### src/rtl/nd_nto1_pkg.sv
// Shared definitions for the N-to-1 merge node: data width, link FSM encodings, index helper.
// No logic of its own; imported by nd_nto1 and its sub-module.
package nd_nto1_pkg;

    localparam int NS_DATA_SIZE = 8;

    typedef enum logic       {SI_IDLE, SI_ACK}          si_state_t;
    typedef enum logic [1:0] {SO_IDLE, SO_REQ, SO_REL}  so_state_t;

    // Wrap an index already known to be below 2*n back into 0..n-1.
    function automatic int rr_wrap(input int idx, input int n);
        return (idx >= n) ? idx - n : idx;
    endfunction

endpackage

### src/rtl/nd_nto1_sync.sv
// Level synchroniser: STAGES-deep flop chain, resets to 0.
// Latency: STAGES i_clk edges from d to q.
// Backpressure: none; a pure delay line.
module nd_nto1_sync #(
    parameter int STAGES = 2
) (
    input  logic i_clk,
    input  logic reset,
    input  logic d,
    output logic q
);

    logic [STAGES-1:0] ff;

    always_ff @(posedge i_clk or posedge reset) begin
        if (reset) begin
            ff <= '0;
        end else begin
            ff[0] <= d;
            for (int i = 1; i < STAGES; i++) begin
                ff[i] <= ff[i-1];
            end
        end
    end

    assign q = ff[STAGES-1];

endmodule

### src/rtl/nd_nto1.sv
// N-to-1 four-phase merge node, one message buffer per input; NS_NTO1_FIXED_PRIO_EN selects fixed priority over round-robin.
// Latency: snd_req rises SYNC_STAGES+2 edges after rcv_req on an empty node.
// Backpressure: an input whose buffer is still full is not acked until its message has been granted.
module nd_nto1
    import nd_nto1_pkg::*;
#(
    parameter int NUM_IN      = 4,
    parameter int DSZ         = NS_DATA_SIZE,
    parameter int SYNC_STAGES = 2,
    parameter int CNT_SZ      = 16
) (
    input  logic                      i_clk,
    input  logic                      reset,
    output logic                      ready,
    input  logic [NUM_IN-1:0]         rcv_req,
    input  logic [NUM_IN*DSZ-1:0]     rcv_dat,
    output logic [NUM_IN-1:0]         rcv_ack,
    output logic                      snd_req,
    output logic [DSZ-1:0]            snd_dat,
    input  logic                      snd_ack,
    output logic [CNT_SZ-1:0]         msg_cnt,
    output logic [$clog2(NUM_IN)-1:0] last_src
);

    localparam int            SW       = $clog2(NUM_IN);
    localparam logic [SW-1:0] LAST_RST = SW'(NUM_IN - 1);

    logic [NUM_IN-1:0] req_s;
    logic              ack_s;

    generate
        if (SYNC_STAGES == 0) begin : g_nosync
            assign req_s = rcv_req;
            assign ack_s = snd_ack;
        end else begin : g_sync
            for (genvar k = 0; k < NUM_IN; k++) begin : g_req
                nd_nto1_sync #(.STAGES(SYNC_STAGES)) u_req_sync (
                    .i_clk (i_clk),
                    .reset (reset),
                    .d     (rcv_req[k]),
                    .q     (req_s[k])
                );
            end
            nd_nto1_sync #(.STAGES(SYNC_STAGES)) u_ack_sync (
                .i_clk (i_clk),
                .reset (reset),
                .d     (snd_ack),
                .q     (ack_s)
            );
        end
    endgenerate

    si_state_t         si_st   [NUM_IN];
    so_state_t         so_st;
    logic [DSZ-1:0]    buf_dat [NUM_IN];
    logic [NUM_IN-1:0] buf_full;
    logic              gnt_vld;
    logic [SW-1:0]     gnt_idx;
    logic [SW-1:0]     cand;

    always_comb begin
        gnt_vld = 1'b0;
        gnt_idx = '0;
        cand    = '0;
        for (int i = 0; i < NUM_IN; i++) begin
`ifdef NS_NTO1_FIXED_PRIO_EN
            cand = SW'(i);
`else
            cand = SW'(rr_wrap(int'(last_src) + 1 + i, NUM_IN));
`endif
            if (!gnt_vld && buf_full[cand]) begin
                gnt_vld = 1'b1;
                gnt_idx = cand;
            end
        end
    end

    // Capture only tests the registered buf_full, so a slot freed by a grant refills one edge later.
    always_ff @(posedge i_clk or posedge reset) begin
        if (reset) begin
            ready    <= 1'b0;
            rcv_ack  <= '0;
            snd_req  <= 1'b0;
            snd_dat  <= '0;
            msg_cnt  <= '0;
            last_src <= LAST_RST;
            buf_full <= '0;
            so_st    <= SO_IDLE;
            for (int k = 0; k < NUM_IN; k++) begin
                si_st[k]   <= SI_IDLE;
                buf_dat[k] <= '0;
            end
        end else begin
            ready <= 1'b1;
            for (int k = 0; k < NUM_IN; k++) begin
                case (si_st[k])
                    SI_IDLE: if (req_s[k] && !buf_full[k]) begin
                        buf_dat[k]  <= rcv_dat[k*DSZ +: DSZ];
                        buf_full[k] <= 1'b1;
                        rcv_ack[k]  <= 1'b1;
                        si_st[k]    <= SI_ACK;
                    end
                    SI_ACK: if (!req_s[k]) begin
                        rcv_ack[k] <= 1'b0;
                        si_st[k]   <= SI_IDLE;
                    end
                endcase
            end
            case (so_st)
                SO_IDLE: if (gnt_vld) begin
                    snd_dat           <= buf_dat[gnt_idx];
                    buf_full[gnt_idx] <= 1'b0;
                    last_src          <= gnt_idx;
                    snd_req           <= 1'b1;
                    so_st             <= SO_REQ;
                end
                SO_REQ: if (ack_s) begin
                    snd_req <= 1'b0;
                    so_st   <= SO_REL;
                end
                SO_REL: if (!ack_s) begin
                    msg_cnt <= msg_cnt + 1'b1;
                    so_st   <= SO_IDLE;
                end
                default: so_st <= SO_IDLE;
            endcase
        end
    end

endmodule

### config.mk
export PLATFORM = sky130hd
export DESIGN_NAME = nd_nto1
export DESIGN_NICKNAME = d
export VERILOG_FILES = /design/src/rtl/nd_nto1_pkg.sv /design/src/rtl/nd_nto1_sync.sv /design/src/rtl/nd_nto1.sv
export SDC_FILE = /design/constraint.sdc
export NUM_CORES = 1
export LEC_CHECK = 0
export BUFFER_PORTS_ARGS = -buffer_cell sky130_fd_sc_hd__clkbuf_2
export CORE_MARGIN = 2
export CORE_UTILIZATION = 30
export DETAILED_ROUTE_END_ITERATION = 12
export SYNTH_ARGS = -nofsm -noshare
export SYNTH_HDL_FRONTEND = slang
export SYNTH_SLANG_ARGS = --single-unit
### constraint.sdc
create_clock -name i_clk -period 2.9 [get_ports i_clk]
set_clock_uncertainty 0.2 [all_clocks]
set_input_delay 0.435 -clock i_clk [delete_from_list [all_inputs] [get_ports i_clk]]
set_output_delay 0.435 -clock i_clk [all_outputs]
set_load 0.02 [all_outputs]
==> results.sh, run 1 <==
export IMPL_maximum_number_of_pins_on_one_net_before_global_route_repair=38
export IMPL_post_synthesis_net_count=339
export IMPL_fin_ws_ps=646
export IMPL_cts_repair_resize_count=0
export IMPL_timing_critical_path_mode_cell="sky130_fd_sc_hd__mux2i_1"
export IMPL_hold_path_end="buf_dat[29]$_DFFE_PP0P_"
export IMPL_post_detail_place_hpwl_um=5390
export IMPL_stdcell_count=526
export IMPL_area_growth_syn_to_layout_pct=22.8
export IMPL_setup_viol_count_final=0
export IMPL_port_buffers=70
export IMPL_fin_setup_tns_ps=0
export IMPL_yosys_top_cells_area="sky130_fd_sc_hd__dfrtp_1 57%, sky130_fd_sc_hd__mux2_2 7.8%, sky130_fd_sc_hd__o21ai_0 3.2%"
export IMPL_hp_start="rcv_dat[5]"
export IMPL_synth_cell_type_count=50
export IMPL_path_cells="mux2i_1 > o21ai_0 > a21oi_2 > mux2i_1 > o22ai_1"
export IMPL_worst_path_buf_inv=0
export IMPL_final_max_tran_viols=0
export IMPL_floorplan_core_area_um2=11900
export IMPL_utilization_after_layout=0.373
export IMPL_clock_sinks=84
export IMPL_synthCells=299
export IMPL_timing_slew_headroom=0.309
export IMPL_floorplan_initialDensity=0.304
export IMPL_grt_pass1_vias=2374
export IMPL_detailedRoute_firstIterationViolations=85
export IMPL_worst_path_largest_cell_delay_ps=630
export IMPL_syn_mean_instance_area_um2=12.1
export IMPL_detailedRoute_firstPassIterationCount=4
export IMPL_hold_violations=0
export IMPL_postPlaceCellArea_um2=4060
export IMPL_die_h_um=114
export IMPL_via_per_inst=4.65
export IMPL_rsz0062_at_grt="no"
export IMPL_synth_edff_count=0
export IMPL_finalWorstPathRequiredPeriod_ps=2250
export IMPL_pwr_share_comb=0.326
export IMPL_switching_share=0.350
export IMPL_max_freq_ghz=0.444
export IMPL_status="finished clean"
export IMPL_r2r_cells=5
export IMPL_die_area_um2=12900
export IMPL_drv_max_cap_violation_count=0
export IMPL_synthesis_area_um2=3610
export IMPL_drt_drc_violations_left=0
export IMPL_cp_end_kind="register"
export IMPL_seq_power_share=0.417
export IMPL_yosysSeqAreaShare=0.583
export IMPL_power_net_switching_mw=1.64
export IMPL_most_used_dff_post_synth="sky130_fd_sc_hd__dfrtp_1"
export IMPL_num_rows=40
export IMPL_grt_util_all_layers=0.121
export IMPL_cts_tree="done"
export IMPL_fraction_of_layout_instances_using_a_drive_strength_above_1=0.346
export IMPL_global_route_wire_length_before_repair_um=12100
export IMPL_synth_warning_count=0
export IMPL_final_total_pwr_mw=4.68
export IMPL_yosysMostFrequentCell="sky130_fd_sc_hd__dfrtp_1"
export IMPL_postSynth_asyncResetShare=1.00
export IMPL_worst_hold_slack_ps=111
export IMPL_die_width_um=114
export IMPL_clockPowerShare=0.257
export IMPL_htree_num_levels=3
export IMPL_synth_seq_cells=84
export IMPL_hold_path_depth=3
export IMPL_worst_skew_pair_late_latency_ps=340
export IMPL_critical_path_peak_fanout=11
export IMPL_globalplace_congestion=0.771
export IMPL_floorplan_io_pins=71
export IMPL_worstPathArrival_ps=2260
export IMPL_setup_worst_path_start_class="register"
export IMPL_power_static_leakage_nw=2.06
export IMPL_worst_endpoint_required_ps=2900
export IMPL_initial_antenna_violation_count=0
export IMPL_cts_inserted_buffers=9
export IMPL_cpLargestDelayFamily="compound AO/OA/AOI/OAI gates"
export IMPL_r2r_end="snd_dat[6]$_DFFE_PP0P_"
export IMPL_routed_via_count=2447
export IMPL_synthTopCellsByCount="82 x sky130_fd_sc_hd__dfrtp_1, 25 x sky130_fd_sc_hd__mux2_2, 23 x sky130_fd_sc_hd__o21ai_0"
export IMPL_clk_root_buffer_cell="sky130_fd_sc_hd__clkbuf_16"
export IMPL_cellPowerDensity_nw_per_um2=1060
export IMPL_r2r_slack_ps=650
export IMPL_power_ir_vdd_worst_mv=0.414
export IMPL_synthDominantAreaCellType="sky130_fd_sc_hd__dfrtp_1"
export IMPL_hold_path_class="input port to register"
export IMPL_average_wire_length_per_cell_after_detail_routing_um=14.1
export IMPL_yosys_top_cell_area_share=0.569
export IMPL_grt_overflow=0
export IMPL_tightest_slew_ps=1030
export IMPL_place_ws_ps=665
export IMPL_critical_path_class="register to register"
export IMPL_timing_final_crit_share=0.777
export IMPL_clk_transition_reported_paths_ps=60
export IMPL_total_wirelength_um=7440
export IMPL_design_final_nets=414
export IMPL_clock_path_buffers=2
export IMPL_stdcell_area_um2=4430
export IMPL_post_place_cells=504
export IMPL_cpMaxStageDelayCell="sky130_fd_sc_hd__dfstp_2"
export IMPL_r2r_start="last_src[1]$_DFFE_PP1P_"
export IMPL_internal_power_mw=3.04
export IMPL_antenna_cells_inserted=0
export IMPL_detail_route_antenna_nets=0
routing by layer:
layer / GRT usage / up-vias / part of all wire
li1: - / 1199 / -
met1: 0.158 / 1197 / 0.45
met2: 0.195 / 45 / 0.50
met3: 0.0292 / 6 / 0.033
met4: 0.0488 / 0 / 0.012
met5: 0 / - / 0
timing repair:
action	4_1_cts	5_1_grt
hold endpoints to repair	37	0
setup buffers	0	0
hold buffers	6	0
power by group through the flow:
stage                     logic, mW  clock network [mW]  registers [mW]
after global routing           1.71                1.29            2.01
after detailed placement       1.54                   0            1.98
after global placement         1.51                   0            1.96
after CTS                      1.55                1.23            1.96
after floorplan                1.20                   0            1.96
final                          1.53                1.20            1.95
area by class of cell:
type / instances / area [um2]
Clock buffer: 9 / 225
Clock inverter: 7 / 88.8
Fill cell: 1122 / 7430
Inverter: 17 / 65.1
Multi-Input combinational cell: 182 / 1320
Sequential cell: 84 / 2100
Tap cell: 147 / 184
Timing Repair Buffer: 80 / 440
cells in the final DEF, fill, tap and decap left out, types with 2 or more instances in the layout:
cell type                       count
sky130_fd_sc_hd__xor2_1             5
sky130_fd_sc_hd__o21ai_0           23
sky130_fd_sc_hd__xnor2_1           12
sky130_fd_sc_hd__nand3b_1           2
sky130_fd_sc_hd__mux2i_1            9
sky130_fd_sc_hd__inv_1             15
sky130_fd_sc_hd__a21boi_0           3
sky130_fd_sc_hd__and3_1             5
sky130_fd_sc_hd__dlygate4sd3_1      6
sky130_fd_sc_hd__a21oi_1           11
sky130_fd_sc_hd__a221oi_1           7
sky130_fd_sc_hd__dfstp_2            2
sky130_fd_sc_hd__buf_4              4
sky130_fd_sc_hd__nand4_1            3
sky130_fd_sc_hd__clkbuf_16          9
sky130_fd_sc_hd__clkinv_2           5
sky130_fd_sc_hd__nor2_1            14
sky130_fd_sc_hd__mux2_2            25
sky130_fd_sc_hd__nand3_1            5
sky130_fd_sc_hd__a22o_1             2
sky130_fd_sc_hd__dfrtp_1           82
sky130_fd_sc_hd__clkbuf_2          70
sky130_fd_sc_hd__and4_1             2
sky130_fd_sc_hd__bufinv_16          2
sky130_fd_sc_hd__o22ai_1            7
sky130_fd_sc_hd__a31oi_1            2
sky130_fd_sc_hd__nand2_1           21
state kept, by name, summed over array words and instances, names as in the netlist, 2 cells and up:
register / cells
msg_cnt: 16
rcv_ack: 4
g_sync.g_req.u_req_sync.ff: 8
buf_full: 4
g_sync.u_ack_sync.ff: 2
buf_dat: 32
si_st: 4
so_st: 2
snd_dat: 8
last_src: 2
logic make-up after synthesis:
| group | after synthesis | synth area share |
|---|---|---|
| compound gates | 66 | 0.119 |
| xor+xnor | 17 | 0.0413 |
| fa+ha+maj | 1 | 0.00347 |
| buf+inv | 33 | 0.0503 |
| flops | 84 | 0.583 |
| mux | 34 | 0.103 |
| other cells | 1 | 0.00104 |
| simple gates | 63 | 0.0985 |
worst max-delay path by stage:
stage | from | to | slack, ps | cells past startpoint
finish | last_src[1]$_DFFE_PP1P_ | snd_dat[6]$_DFFE_PP0P_ | 650 | 5
global route | buf_full[0]$_DFF_PP0_ | buf_full[3]$_DFF_PP0_ | 510 | 4
CTS | last_src[1]$_DFFE_PP1P_ | snd_dat[6]$_DFFE_PP0P_ | 640 | 5
detailed placement | last_src[1]$_DFFE_PP1P_ | snd_dat[5]$_DFFE_PP0P_ | 660 | 5
global placement | last_src[1]$_DFFE_PP1P_ | snd_dat[5]$_DFFE_PP0P_ | 730 | 5
floorplan | reset | buf_dat[0]$_DFFE_PP0P_ | 100 | 1
worst register-to-register path: cells and delay by family, from the launching register on:
family / cells / cell delay [ps]
AOI/OAI and AO/OA: 3 / 770
DFF: 1 / 630
muxes: 2 / 510
(Power assumes the default switching activity.)
==> run 2: changes to the inputs <==
- clock period: 2.9 -> 2.3 ns (I/O delays scaled with it)
==> run 2 against run 1 <==
Non-clock buffer count is 5 higher. Cell count rose by 0.95%. Sequential share of layout area shrank 1.0 points. Fmax grew 6.9%. Core utilization grew 0.84 points. Highest routed layer unchanged. Register-to-register slack got worse by 450 ps. Critical endpoint is now snd_dat[1]$_DFFE_PP0P_. First-iteration DRC count increased by 2.4%. Worst setup slack got worse by 450 ps. Largest cell class unchanged. Hold slack worse by 91 ps. Flip-flop and latch count did not move.
==> results.sh, run 2 (same netlist as run 1, synthesis figures left out) <==
export IMPL_num_rows=40
export IMPL_cts_tree="done"
export IMPL_seq_power_share=0.400
export IMPL_htree_num_levels=3
export IMPL_r2r_cells=6
export IMPL_worst_endpoint_required_ps=2300
export IMPL_detailedRoute_firstPassIterationCount=4
export IMPL_clock_path_buffers=2
export IMPL_maximum_number_of_pins_on_one_net_before_global_route_repair=28
export IMPL_cts_inserted_buffers=9
export IMPL_fraction_of_layout_instances_using_a_drive_strength_above_1=0.352
export IMPL_pwr_share_comb=0.333
export IMPL_setup_worst_path_start_class="register"
export IMPL_grt_pass1_vias=2516
export IMPL_timing_final_crit_share=0.917
export IMPL_final_total_pwr_mw=6.13
export IMPL_cpMaxStageDelayCell="sky130_fd_sc_hd__dfstp_2"
export IMPL_worst_path_largest_cell_delay_ps=650
export IMPL_reg_largest_list="buf_dat: 32 flops, msg_cnt: 16 flops"
export IMPL_worstPathArrival_ps=2110
export IMPL_tightest_slew_ps=666
export IMPL_max_freq_ghz=0.474
export IMPL_r2r_slack_ps=190
export IMPL_timing_critical_path_mode_cell="sky130_fd_sc_hd__mux2i_1"
export IMPL_finalWorstPathRequiredPeriod_ps=2110
export IMPL_layout_cells_most_common="sky130_fd_sc_hd__dfrtp_1"
export IMPL_die_width_um=114
export IMPL_drv_max_cap_violation_count=0
export IMPL_clock_sinks=84
export IMPL_hold_violations=0
export IMPL_critical_path_peak_fanout=10
export IMPL_largest_register_ffs=32
export IMPL_hold_path_class="input port to register"
export IMPL_worst_skew_pair_late_latency_ps=330
export IMPL_floorplan_initialDensity=0.304
export IMPL_hold_path_end="buf_dat[16]$_DFFE_PP0P_"
export IMPL_power_static_leakage_nw=2.10
export IMPL_r2r_end="snd_dat[1]$_DFFE_PP0P_"
export IMPL_clk_transition_reported_paths_ps=60
export IMPL_total_wirelength_um=7720
export IMPL_internal_power_mw=4.04
export IMPL_routed_via_count=2482
export IMPL_stdcell_count=531
export IMPL_floorplan_core_area_um2=11900
export IMPL_grt_util_all_layers=0.124
export IMPL_fin_ws_ps=191
export IMPL_grt_overflow=0
export IMPL_clockPowerShare=0.267
export IMPL_cellPowerDensity_nw_per_um2=1350
export IMPL_critical_path_class="register to register"
export IMPL_average_wire_length_per_cell_after_detail_routing_um=14.5
export IMPL_antenna_cells_inserted=0
export IMPL_post_detail_place_hpwl_um=5760
export IMPL_r2r_start="last_src[1]$_DFFE_PP1P_"
export IMPL_power_ir_vdd_worst_mv=0.502
export IMPL_floorplan_io_pins=71
export IMPL_switching_share=0.341
export IMPL_drt_drc_violations_left=0
export IMPL_clk_root_buffer_cell="sky130_fd_sc_hd__clkbuf_16"
export IMPL_detail_route_antenna_nets=0
export IMPL_timing_slew_headroom=0.555
export IMPL_detailedRoute_firstIterationViolations=87
export IMPL_via_per_inst=4.67
export IMPL_port_buffers=70
export IMPL_cp_end_kind="register"
export IMPL_globalplace_congestion=0.743
export IMPL_register_containing_the_most_flip_flops_in_the_final_layout="buf_dat"
export IMPL_area_growth_syn_to_layout_pct=25.6
export IMPL_global_route_wire_length_before_repair_um=12500
export IMPL_path_cells="mux2i_1 > o21ai_0 > a21oi_2 > buf_4 > mux2i_1 > o22ai_1"
export IMPL_design_final_nets=419
export IMPL_hold_path_depth=3
export IMPL_hp_start="rcv_dat[8]"
export IMPL_rsz0062_at_grt="no"
export IMPL_power_net_switching_mw=2.09
export IMPL_die_area_um2=12900
export IMPL_post_place_cells=507
export IMPL_setup_viol_count_final=0
export IMPL_place_ws_ps=78.4
export IMPL_final_max_tran_viols=0
export IMPL_layout_cells_most_common_list="82 x sky130_fd_sc_hd__dfrtp_1, 70 x sky130_fd_sc_hd__clkbuf_2, 25 x sky130_fd_sc_hd__mux2_2"
export IMPL_status="finished clean"
export IMPL_die_h_um=114
export IMPL_fin_setup_tns_ps=0
export IMPL_initial_antenna_violation_count=0
[run 2: worst max-delay path by stage]
stage	end	start
2_1_floorplan	snd_dat[0]$_DFFE_PP0P_	last_src[1]$_DFFE_PP1P_
3_3_place_gp	snd_dat[1]$_DFFE_PP0P_	last_src[1]$_DFFE_PP1P_
3_5_place_dp	snd_dat[1]$_DFFE_PP0P_	last_src[1]$_DFFE_PP1P_
4_1_cts	snd_dat[1]$_DFFE_PP0P_	last_src[1]$_DFFE_PP1P_
5_1_grt	snd_dat[1]$_DFFE_PP0P_	last_src[1]$_DFFE_PP1P_
6_report	snd_dat[1]$_DFFE_PP0P_	last_src[1]$_DFFE_PP1P_
[run 2: per-stage QoR]
step,cell area [um2],utilization,hold slack [ps]
floorplan,3610,-,131
global placement,4110,0.346,136
detailed placement,4110,0.346,144
CTS,4510,0.380,6.17
global route,4530,0.382,18.3
finish,4530,0.382,20.2
[run 2: power groups by stage]
| stage | clock network, mW | registers (mW) | logic, mW |
|---|---|---|---|
| final | 1.64 | 2.46 | 2.04 |
| after global routing | 1.75 | 2.53 | 2.27 |
| after CTS | 1.68 | 2.45 | 2.03 |
| after detailed placement | 0 | 2.48 | 2.01 |
| after global placement | 0 | 2.45 | 1.96 |
| after floorplan | 0 | 2.47 | 1.52 |
[run 2: per-layer routing]
layer | global-route usage | vias to the layer above | part of all wire
met5 | 0 | - | 0
met4 | 0.0504 | 0 | 0.012
met3 | 0.0324 | 7 | 0.039
met2 | 0.198 | 43 | 0.49
met1 | 0.163 | 1228 | 0.46
li1 | - | 1204 | -
[run 2: area by class of cell]
cell class	instances	area (um2)
Clock inverter	5	100
Fill cell	1140	7330
Multi-Input combinational cell	182	1330
Inverter	17	67.6
Tap cell	147	184
Sequential cell	84	2100
Clock buffer	11	243
Timing Repair Buffer	85	503
[run 2: timing repair]
item	4_1_cts	5_1_grt
buffers inserted	0	2
gates resized for setup	0	1
hold buffers	6	0
setup endpoints to repair	0	5
endpoints found under the hold margin	27	0
[run 2: worst max-delay path: cells and delay by family, from the launching register on]
kind | cells | cell delay, ps
multiplexers | 2 | 470
AO/OA/AOI/OAI | 3 | 440
buffers and inverters | 1 | 220
flip-flops | 1 | 650
